===== config.mk =====
export PLATFORM = sky130hd
export DESIGN_NAME = periph_hs_rx
export DESIGN_NICKNAME = d
export VERILOG_FILES = /design/src/rtl/periph_hs_rx.sv
export SDC_FILE = /design/constraint.sdc
export NUM_CORES = 1
export LEC_CHECK = 0
export ABC_AREA = 1
export CAP_MARGIN = 0
export CORE_ASPECT_RATIO = 0.8
export CORE_MARGIN = 3
export CORE_UTILIZATION = 30
export CTS_BUF_LIST = sky130_fd_sc_hd__clkbuf_8
export CTS_CLUSTER_SIZE = 20
export DETAILED_ROUTE_END_ITERATION = 16
export SLEW_MARGIN = 20
export SYNTH_ARGS = -nofsm -noshare
export SYNTH_HDL_FRONTEND = slang
export SYNTH_SLANG_ARGS = --single-unit

===== constraint.sdc =====
create_clock -name clk -period 3.67 [get_ports clk]
set_clock_uncertainty 0.05 [all_clocks]
set_input_delay 0.367 -clock clk [delete_from_list [all_inputs] [get_ports clk]]
set_output_delay 0.367 -clock clk [all_outputs]
set_load 0.05 [all_outputs]

===== src/rtl/periph_hs_rx.sv =====
// Four-phase send/ack receive endpoint feeding a DEPTH-entry FIFO with a valid/ready output.
// Optional handshake timeout (sticky err, forced release of ack) enabled by `define HS_TIMEOUT_EN.
module periph_hs_rx #(
  parameter int DATA_W  = 16,
  parameter int DEPTH   = 4,
  parameter int TIMEOUT = 255
) (
  input  logic                       clk,
  input  logic                       rst,
  input  logic [DATA_W-1:0]          dado,
  input  logic                       send,
  output logic                       ack,
  output logic [DATA_W-1:0]          out_data,
  output logic                       out_valid,
  input  logic                       out_ready,
  output logic [$clog2(DEPTH+1)-1:0] count,
  output logic                       full,
  output logic                       err
);

  localparam int AW = $clog2(DEPTH);
  localparam int CW = $clog2(DEPTH+1);

  typedef enum logic {IDLE = 1'b0, ACK = 1'b1} state_t;

  state_t            state, state_nxt;
  logic [DATA_W-1:0] mem [DEPTH];
  logic [AW-1:0]     wr_ptr, rd_ptr;
  logic [CW-1:0]     cnt_nxt;
  logic              push, pop;
  logic              tmo, lock;

`ifdef HS_TIMEOUT_EN
  localparam int TW = $clog2(TIMEOUT+1);
  logic [TW-1:0] tcnt;

  // The edge that would bring the counter to TIMEOUT forces the release instead.
  assign tmo = (state == ACK) && send && (tcnt == TW'(TIMEOUT-1));

  always_ff @(posedge clk or posedge rst) begin
    if (rst) begin
      tcnt <= '0;
      lock <= 1'b0;
      err  <= 1'b0;
    end else begin
      if (state == IDLE)
        tcnt <= '0;
      else if (send)
        tcnt <= tcnt + TW'(1);
      if (tmo) begin
        err  <= 1'b1;
        lock <= 1'b1;
      end else if (!send) begin
        lock <= 1'b0;
      end
    end
  end
`else
  logic unused_timeout;
  assign unused_timeout = (TIMEOUT > 0);
  assign tmo  = 1'b0;
  assign lock = 1'b0;
  assign err  = 1'b0;
`endif

  assign ack       = (state == ACK);
  assign out_valid = (count != '0);
  assign out_data  = mem[rd_ptr];
  assign pop       = out_valid && out_ready;

  always_comb begin
    state_nxt = state;
    push      = 1'b0;
    case (state)
      IDLE: if (send && !full && !lock) begin
        push      = 1'b1;
        state_nxt = ACK;
      end
      ACK:  if (!send || tmo) state_nxt = IDLE;
      default: state_nxt = IDLE;
    endcase
  end

  always_comb begin
    cnt_nxt = count;
    if (push && !pop)
      cnt_nxt = count + CW'(1);
    else if (!push && pop)
      cnt_nxt = count - CW'(1);
  end

  always_ff @(posedge clk or posedge rst) begin
    if (rst) begin
      state  <= IDLE;
      wr_ptr <= '0;
      rd_ptr <= '0;
      count  <= '0;
      full   <= 1'b0;
    end else begin
      state <= state_nxt;
      count <= cnt_nxt;
      full  <= (cnt_nxt == CW'(DEPTH));
      if (push) wr_ptr <= wr_ptr + AW'(1);
      if (pop)  rd_ptr <= rd_ptr + AW'(1);
    end
  end

  // Storage is cleared on reset so out_data reads zero until the first write.
  always_ff @(posedge clk or posedge rst) begin
    if (rst) begin
      for (int i = 0; i < DEPTH; i++) mem[i] <= '0;
    end else if (push) begin
      mem[wr_ptr] <= dado;
    end
  end

endmodule


==> results.py <==
metrics = {
    "outcome": {
        "status": "completed",
    },
    "grt": {
        "grt_remaining_overflow": 0,
        "grt.met2_usage": 0.193,
        "antenna_found_initial": 0,
        "grt_pass1_vias": 2486,
        "grt_pass1_wl_um": 12200,
        "grt.met3_usage": 0.0430,
        "grt_max_degree": 74,
        "grt_usage": 0.125,
        "met1_usage": 0.170,
        "grt_busiest_layer": "met2",
    },
    "layout": {
        "fin_area_sq_um": 3990,
        "final_common_cell": "o21ai_0",
        "areaGrowthSynthToFinish_pct": 22.8,
        "finalNonFillerCells": 560,
        "drive_gt1_frac": 0.0524,
        "final_cell_mix": "o21ai_0, nand2_1, dfrtp_1",
        "nets": 442,
        "fill_cells": 1069,
        "n_antenna_cell": 0,
    },
    "setup_path": {
        "cp.arrival_ns": 2.64,
        "worstSetupPathType": "flop to output pin",
        "end_kind": "output pin",
        "crit_path_start_kind": "flop",
        "r2r-end": "mem[32]",
        "worst-endpoint-required_ns": 3.25,
        "worstPathMaxFanout": 18,
        "rr_worst_depth": 5,
        "reg2reg_from": "full",
        "r2r_slack_ns": 1.72,
    },
    "cts": {
        "cts.clk_slew.worst_paths_ns": 0.08,
        "cts.repair.resized": 0,
        "cts_root_buf": "clkbuf_8",
        "cts_tree": "built",
        "clk_latency_ns": 0.34,
        "cts_hold_buf": 0,
        "cts_buffer_depth": 2,
        "postCtsSetupBuffers": 0,
        "cts_sinks": 73,
        "cts_buffers": 9,
        "cts_max_level": 3,
    },
    "floorplan": {
        "die-area_sq_um": 12100,
        "initial_core_util": 0.312,
        "io_pins": 43,
        "core_area_sq_um": 10400,
        "die_x_um": 122,
        "fp.dieH_um": 99.1,
        "row_count": 33,
    },
    "route": {
        "ant_nets": 0,
        "drt_iter0_markers": 173,
        "viasPerCell": 4.52,
        "totalWireLength_um": 7120,
        "drc_errors": 0,
        "num_vias": 2532,
        "drtPass1Iterations": 5,
        "wire_per_inst_um": 12.7,
    },
    "placed_design": {
        "io_buffer_count": 41,
        "placedCellCount": 544,
        "gp_congestion": 0.748,
        "dp_hpwl_um": 4620,
        "placed_cell_area_sq_um": 3780,
    },
    "sta": {
        "hold_viol": 0,
        "tns_ns": 0,
        "slew_headroom": 0.313,
        "rsz0062_at_grt": "no",
        "period_needed_ns": 3.06,
        "final_max_slew_viol_count": 0,
        "final.period_utilization": 0.833,
        "max_slew.worst_pin.slew_ns": 1.03,
        "setup_viol": 0,
        "max_freq_mhz": 327,
    },
    "worst_hold_path": {
        "holdCritPathClass": "input port to async pin",
    },
    "logic_synthesis": {
        "synth_cells": 380,
        "synth-seq-cells": 73,
        "ys_types": 18,
        "yosys_warnings": 0,
        "syn_area_sq_um": 3250,
        "yosysSeqAreaShare": 0.562,
        "avgSynthCellArea_sq_um": 8.55,
        "synthesis.nets": 407,
    },
    "job": {
        "maxCapViolCount": 0,
    },
}
## how the worst max path moves through the flow
stage	start	end	slack, ns	cells after the start
after floorplan	rst	ack	1.40	1
after global placement	rd_ptr[1]	out_data[13]	0.99	4
after detailed placement	rd_ptr[1]	out_data[13]	1.0	4
after CTS	rd_ptr[1]	out_data[15]	0.60	4
after global routing	rd_ptr[1]	out_data[14]	0.43	4
final	rd_ptr[1]	out_data[15]	0.61	4
## through the flow
stage	setup WS, ns	utilization	hold WS (ns)
2_1_floorplan	1.40	-	0.398
3_3_place_gp	0.990	0.364	0.410
5_1_grt	0.426	0.383	0.413
4_1_cts	0.604	0.383	0.392
6_report	0.612	0.383	0.358
3_5_place_dp	0.999	0.364	0.418
## synthesized netlist by cell type (all sizes together)
master	number	area share
a21oi	1	0.0015
buf	10	0.016
clkbuf	11	0.013
conb	1	0.0012
dfrtp	73	0.56
ha	7	0.027
inv	30	0.035
nand2	85	0.098
nand3	6	0.0092
nand3b	2	0.0046
nor2	39	0.047
o21ai	97	0.15
o22ai	16	0.031
xor2	2	0.0054
## critical path: stages (launching register included)
cell and delay, ns:
dfrtp_1 0.59, inv_1 0.48, o21ai_0 0.19, o22ai_1 0.19, clkdlybuf4s50_1 0.84
## state kept, by name, summed over array words and instances (netlist names)
| signal | count |
|---|---|
| count | 3 |
| mem | 64 |
| ack | 1 |
| wr_ptr | 2 |
| rd_ptr | 2 |
| full | 1 |
## cells by family (layout without fill, tap and decap cells)
kind of cell	count (synthesis)	count (layout)	synth area share
AOI/OAI and AO/OA	114	114	0.182
DFF	73	73	0.562
and+or+nand+nor	132	132	0.159
other	1	1	0.00115
adders and majority gates	7	7	0.0270
buffers and inverters	51	91	0.0632
xor gates and xnor gates	2	2	0.00539
## area by class of cell
type | count | area, sq um | area share
clock inverter | 5 | 53.8 | 0.0135
sequential | 73 | 1830 | 0.458
clock buffer | 11 | 151 | 0.0379
inverter | 30 | 113 | 0.0282
timing repair buffer | 45 | 453 | 0.114
multi-input combinational | 256 | 1220 | 0.305
tap | 140 | 175 | 0.0439
## per-layer routing
metal  routed length, um  vias to the layer above
met4                  39                        0
met5                   0                        -
met1                3620                     1164
met3                 385                        2
li1                    -                     1307
met2                3070                       59
Power is not shown: default switching activity piles up to over one toggle a cycle in this logic, so the estimate is an artifact.
==> RTL edit 1: new RTL, same settings <==
The option `HS_TIMEOUT_EN` is turned on by a define.
--- a/src/rtl/periph_hs_rx.sv
+++ b/src/rtl/periph_hs_rx.sv
@@ -2,2 +2,4 @@
 // Optional handshake timeout (sticky err, forced release of ack) enabled by `define HS_TIMEOUT_EN.
+`define HS_TIMEOUT_EN
+
 module periph_hs_rx #(
Function: same outputs for any inputs over 10 cycles, from zero or initial values and one cycle with rst high; that may be too few to reach the edited logic, so the function may still have changed.
==> RTL edit 1 against the original RTL <==
Maximum frequency up 2.0%; sequential cell count up 10; largest cell class unchanged; synthesized area up 27%; critical path depth unchanged; highest routed layer unchanged; routed wire length up 24%; critical endpoint is now out_data[5]; design area up 22%; global-route usage down 0.23 points; worst setup slack better by 0.061 ns.
==> RTL edit 1: results (changes against the original RTL) <==
metric,value,unit,change
status,"complete, no violations",,unchanged
first-pass GRT wire length,14800,µm,was 12200 µm
CP peak stage delay,0.86,ns,was 0.84 ns
LEAKAGE,2.18,nW,
Synth Area in Compound Gates,0.0941,,was 0.182
crit-path leading delay family,buffers and inverters,,unchanged
Syn Nets,402,,was 407
post-CTS resize count,0,,unchanged
Starting DRT DRC Count,133,,was 173
Tot GR Track Use,0.123,,was 0.125
crit path from,rd_ptr[1]$_DFFE_PP0P_,,unchanged
hpwl dp,5920,µm,was 4620 µm
"Seq/Total Area, Yosys",0.504,,was 0.562
share of layout cells above drive strength 1,0.232,,was 0.0524
most frequent cells after synthesis,"dfrtp_1, o21ai_0, nor2_1, nand2_1",,"was o21ai_0, nand2_1, dfrtp_1, nor2_1, inv_1"
Yosys warnings,0,,unchanged
Post-CTS Setup Inserts,0,,unchanged
htree depth,3,,unchanged
ANT cells,0,,unchanged
post-synthesis xor/xnor area fraction,0.00638,,was 0.00539
relative slew slack,0.403,,was 0.313
largest net degree at the start of global routing,50,,was 74
crit path DAT,2.58,ns,was 2.64 ns
Synth async-reset ratio,1.00,,unchanged
Bufs on Longest Clock Path,2,,unchanged
mux cell area share after synthesis,0.189,,was 0
crit-path max FO,13,,was 18
Worst-path clk slew,0.10,ns,was 0.08 ns
Netlist cell types,28,,was 18
adder-cell share of the synthesized area,0.0273,,was 0.0270
top post-synthesis cells by area,"dfrtp_1, mux2_4, mux2_2",,"was dfrtp_1, o21ai_0, nand2_1"
GP Congestion,0.779,,was 0.748
PortBufs,42,,was 41
DR pass1 iterations,4,,was 5
root buf cell,clkbuf_8,,unchanged
Final nets,444,,was 442
Via density,4.64,,was 4.52
routed len/inst,14.8,µm,was 12.7 µm
largest registers,"mem (64), tcnt (8), count (3)",,"was mem (64), count (3)"
worst reg2reg path startpoint,ack$_DFF_PP0_,,was full$_DFF_PP0_
vias in the first global route,2902,,was 2486
## RTL edit 1: cell types whose count changed in the layout (fill, tap and decap cells not counted), sizes merged, moves of 7 or more
cell	delta
buf	+7
mux2	+59
a21oi	+9
nand2	-50
nor2	+9
o21ai	-46
dfrtp	+10
## RTL edit 1: power groups by stage
stage	combinational [mW]	sequential [mW]	clock [mW]
after floorplan	1.95	1.60	0
after global routing	2.83	1.65	0.779
after detailed placement	2.63	1.61	0
after global placement	2.59	1.59	0
final	2.61	1.59	0.725
after CTS	2.64	1.59	0.744
## RTL edit 1: kinds of logic (layout without fill, tap and decap cells)
| family | Yosys count | in the layout |
|---|---|---|
| mux | 59 | 59 |
| xor+xnor | 3 | 3 |
| simple gates | 96 | 96 |
| buf+inv | 49 | 95 |
| flops | 83 | 83 |
| fa+ha+maj | 9 | 9 |
| compound gates | 74 | 74 |
## RTL edit 1: area by class of cell
type | instances | area, µm²
fill | 1283 | 8280
timing repair buffer | 48 | 453
inverter | 32 | 124
multi-input combinational | 241 | 1780
clock buffer | 9 | 124
tap | 175 | 219
sequential | 83 | 2080
clock inverter | 6 | 91.3
## RTL edit 1: per-layer routing
| layer | global-route usage | up-vias | share of wire |
|---|---|---|---|
| met5 | 0 | - | 0 |
| met4 | 0.0299 | 0 | 0.010 |
| met3 | 0.0354 | 9 | 0.036 |
| met2 | 0.191 | 38 | 0.47 |
| met1 | 0.168 | 1378 | 0.49 |
| li1 | - | 1332 | - |
## RTL edit 1: metrics by stage
stage | area (µm²) | cells | power [mW] | util | setup slack (ns)
finish | 4870 | 594 | 4.93 | 0.370 | 0.673
global route | 4870 | 594 | 5.26 | 0.370 | 0.486
CTS | 4870 | 594 | 4.98 | 0.370 | 0.646
detailed placement | 4650 | 579 | 4.24 | 0.354 | 1.04
global placement | 4650 | 579 | 4.19 | 0.354 | 1.12
floorplan | 4120 | 373 | 3.54 | - | 1.12
## RTL edit 1: path summary, 6_finish.rpt
| check | endpoint | slack, ns | cells after the start |
|---|---|---|---|
| hold / removal | mem[51]$_DFFE_PP0P_ | 0.43 | 2 |
| min in group clk | err$_DFFE_PP0P_ | 0.43 | 2 |
| setup / recovery | out_data[5] | 0.67 | 4 |
| hold reg to reg | err$_DFFE_PP0P_ | 0.43 | 2 |
| max in group asynchronous | mem[25]$_DFFE_PP0P_ | 2.34 | 3 |
| setup reg to reg | mem[22]$_DFFE_PP0P_ | 1.75 | 4 |
==> RTL edit 2: new RTL, same settings <==
Made on the original files. Put one more register stage on the output `count`, without a reset. The value now appears one clock later. The other outputs are not delayed to match.
--- a/src/rtl/periph_hs_rx.sv
+++ b/src/rtl/periph_hs_rx.sv
@@ -24,2 +24,4 @@
   typedef enum logic {IDLE = 1'b0, ACK = 1'b1} state_t;
+
+  logic [$clog2(DEPTH+1)-1:0] count_s0;
 
@@ -66,3 +68,3 @@
   assign ack       = (state == ACK);
-  assign out_valid = (count != '0);
+  assign out_valid = (count_s0 != '0);
   assign out_data  = mem[rd_ptr];
@@ -84,7 +86,7 @@
   always_comb begin
-    cnt_nxt = count;
+    cnt_nxt = count_s0;
     if (push && !pop)
-      cnt_nxt = count + CW'(1);
+      cnt_nxt = count_s0 + CW'(1);
     else if (!push && pop)
-      cnt_nxt = count - CW'(1);
+      cnt_nxt = count_s0 - CW'(1);
   end
@@ -96,3 +98,3 @@
       rd_ptr <= '0;
-      count  <= '0;
+      count_s0 <= '0;
       full   <= 1'b0;
@@ -100,3 +102,3 @@
       state <= state_nxt;
-      count <= cnt_nxt;
+      count_s0 <= cnt_nxt;
       full  <= (cnt_nxt == CW'(DEPTH));
@@ -116,2 +118,6 @@
 
+  always_ff @(posedge clk) begin
+    count <= count_s0;
+  end
+
 endmodule
Formal check against the unedited RTL: not equivalent (a bounded check fails within 4 cycles, from zero or initial values and one cycle with rst high).
==> RTL edit 2 against the original RTL <==
Die area increased by 1.7%; core utilization increased by 0.15 points; first-iteration DRC count increased by 16%; critical path depth increased by 1; synthesized area increased by 1.8%; design area increased by 1.2%; worst setup slack improved by 0.14 ns; global-route usage increased by 0.57 points; cell count increased by 0.71%; critical path type unchanged; sequential cell count increased by 3; synthesized cell count increased by 0.79%; sequential share of layout area increased by 0.95 points; routed wire length increased by 3.7%.
Power is not shown: default switching activity piles up to over one toggle a cycle in this logic, so the estimate is an artifact.
==> RTL edit 2: results (changes against the original RTL) <==
metric,value,unit,change
status,"complete, no violations",,unchanged
Syn Nets,410,,was 407
mux cell area share after synthesis,0,,unchanged
Fillers,1090,,was 1069
Area Overhead vs Synth,22.0,%,was 22.8%
Starting DRT DRC Count,201,,was 173
met1 GRT Util,0.177,,was 0.170
relative slew slack,0.320,,was 0.313
Bufs on Longest Clock Path,2,,unchanged
placed instance area,3840,µm²,was 3780 µm²
Synth async-reset ratio,0.961,,was 1.00
htree depth,3,,unchanged
root buf cell,clkbuf_8,,unchanged
Reg area,1890,µm²,was 1830 µm²
WL final,7390,µm,was 7120 µm
GR Util met3,0.0445,,was 0.0430
met2 WL post-DR,3400,µm,was 3070 µm
DR pass1 iterations,4,,was 5
top_reg_cell synth,dfrtp_1,,unchanged
crit path from,rd_ptr[0]$_DFFE_PP0P_,,was rd_ptr[1]$_DFFE_PP0P_
PortBufs,41,,unchanged
Clock Latency Late Sink,0.35,ns,
share of layout cells above drive strength 1,0.0542,,was 0.0524
top post-synthesis cells by area,"dfrtp_1, o21ai_0, nand2_1",,unchanged
Tot GR Track Use,0.131,,was 0.125
R2R depth,5,,unchanged
Final nets,446,,was 442
critical path capture point,out_data[8],,was out_data[15]
GP Congestion,0.715,,was 0.748
crit path DAT,2.50,ns,was 2.64 ns
"Seq/Total Area, Yosys",0.570,,was 0.562
Finish-stage setup viols,0,,unchanged
Vias,2596,,was 2532
Hold Crit Class,register to register,,was primary input to asynchronous set/reset pin
met2 Usage GRT,0.204,,was 0.193
Netlist cell types,19,,was 18
most frequent cells after synthesis,"o21ai_0, nand2_1, dfrtp_1, nor2_1, inv_1",,unchanged
crit-path max FO,18,,unchanged
CP peak stage delay,0.83,ns,
Reg2Reg Setup Slack,1.68,ns,was 1.72 ns
adder-cell share of the synthesized area,0.0265,,was 0.0270
Synth Area in Compound Gates,0.178,,was 0.182
first-pass GRT wire length,12700,µm,was 12200 µm
wire length on met3,412,µm,was 385 µm
hpwl dp,4760,µm,was 4620 µm
Post-synth EDFFs,0,,unchanged
met1 WL,3500,µm,was 3620 µm
post-CTS resize count,0,,unchanged
largest registers,"mem (64), count (3), count_s0 (3)",,"was mem (64), count (3)"
post-synthesis xor/xnor area fraction,0.00529,,was 0.00539
[RTL edit 2: cell count changes after synthesis, sizes merged]
cell,delta
dfxtp,+3
[RTL edit 2: how the worst min path moves through the flow]
stage               cells after the start          endpoint
floorplan                               0  count[1]$_DFF_P_
global placement                        0  count[1]$_DFF_P_
detailed placement                      0  count[1]$_DFF_P_
CTS                                     0  count[1]$_DFF_P_
global route                            0  count[1]$_DFF_P_
finish                                  0  count[1]$_DFF_P_
[RTL edit 2: through the flow]
step / instances / setup WS [ns] / hold slack [ns]
floorplan: 383 / 1.40 / 0.321
global placement: 548 / 1.15 / 0.357
detailed placement: 548 / 1.13 / 0.354
CTS: 564 / 0.731 / 0.378
global route: 564 / 0.593 / 0.394
finish: 564 / 0.749 / 0.373
[RTL edit 2: layout make-up]
cell class | instances | area share
multi-input combinational | 256 | 0.302
clock inverter | 3 | 0.00465
timing repair buffer | 46 | 0.111
tap | 140 | 0.0434
inverter | 30 | 0.0279
sequential | 76 | 0.467
clock buffer | 13 | 0.0443
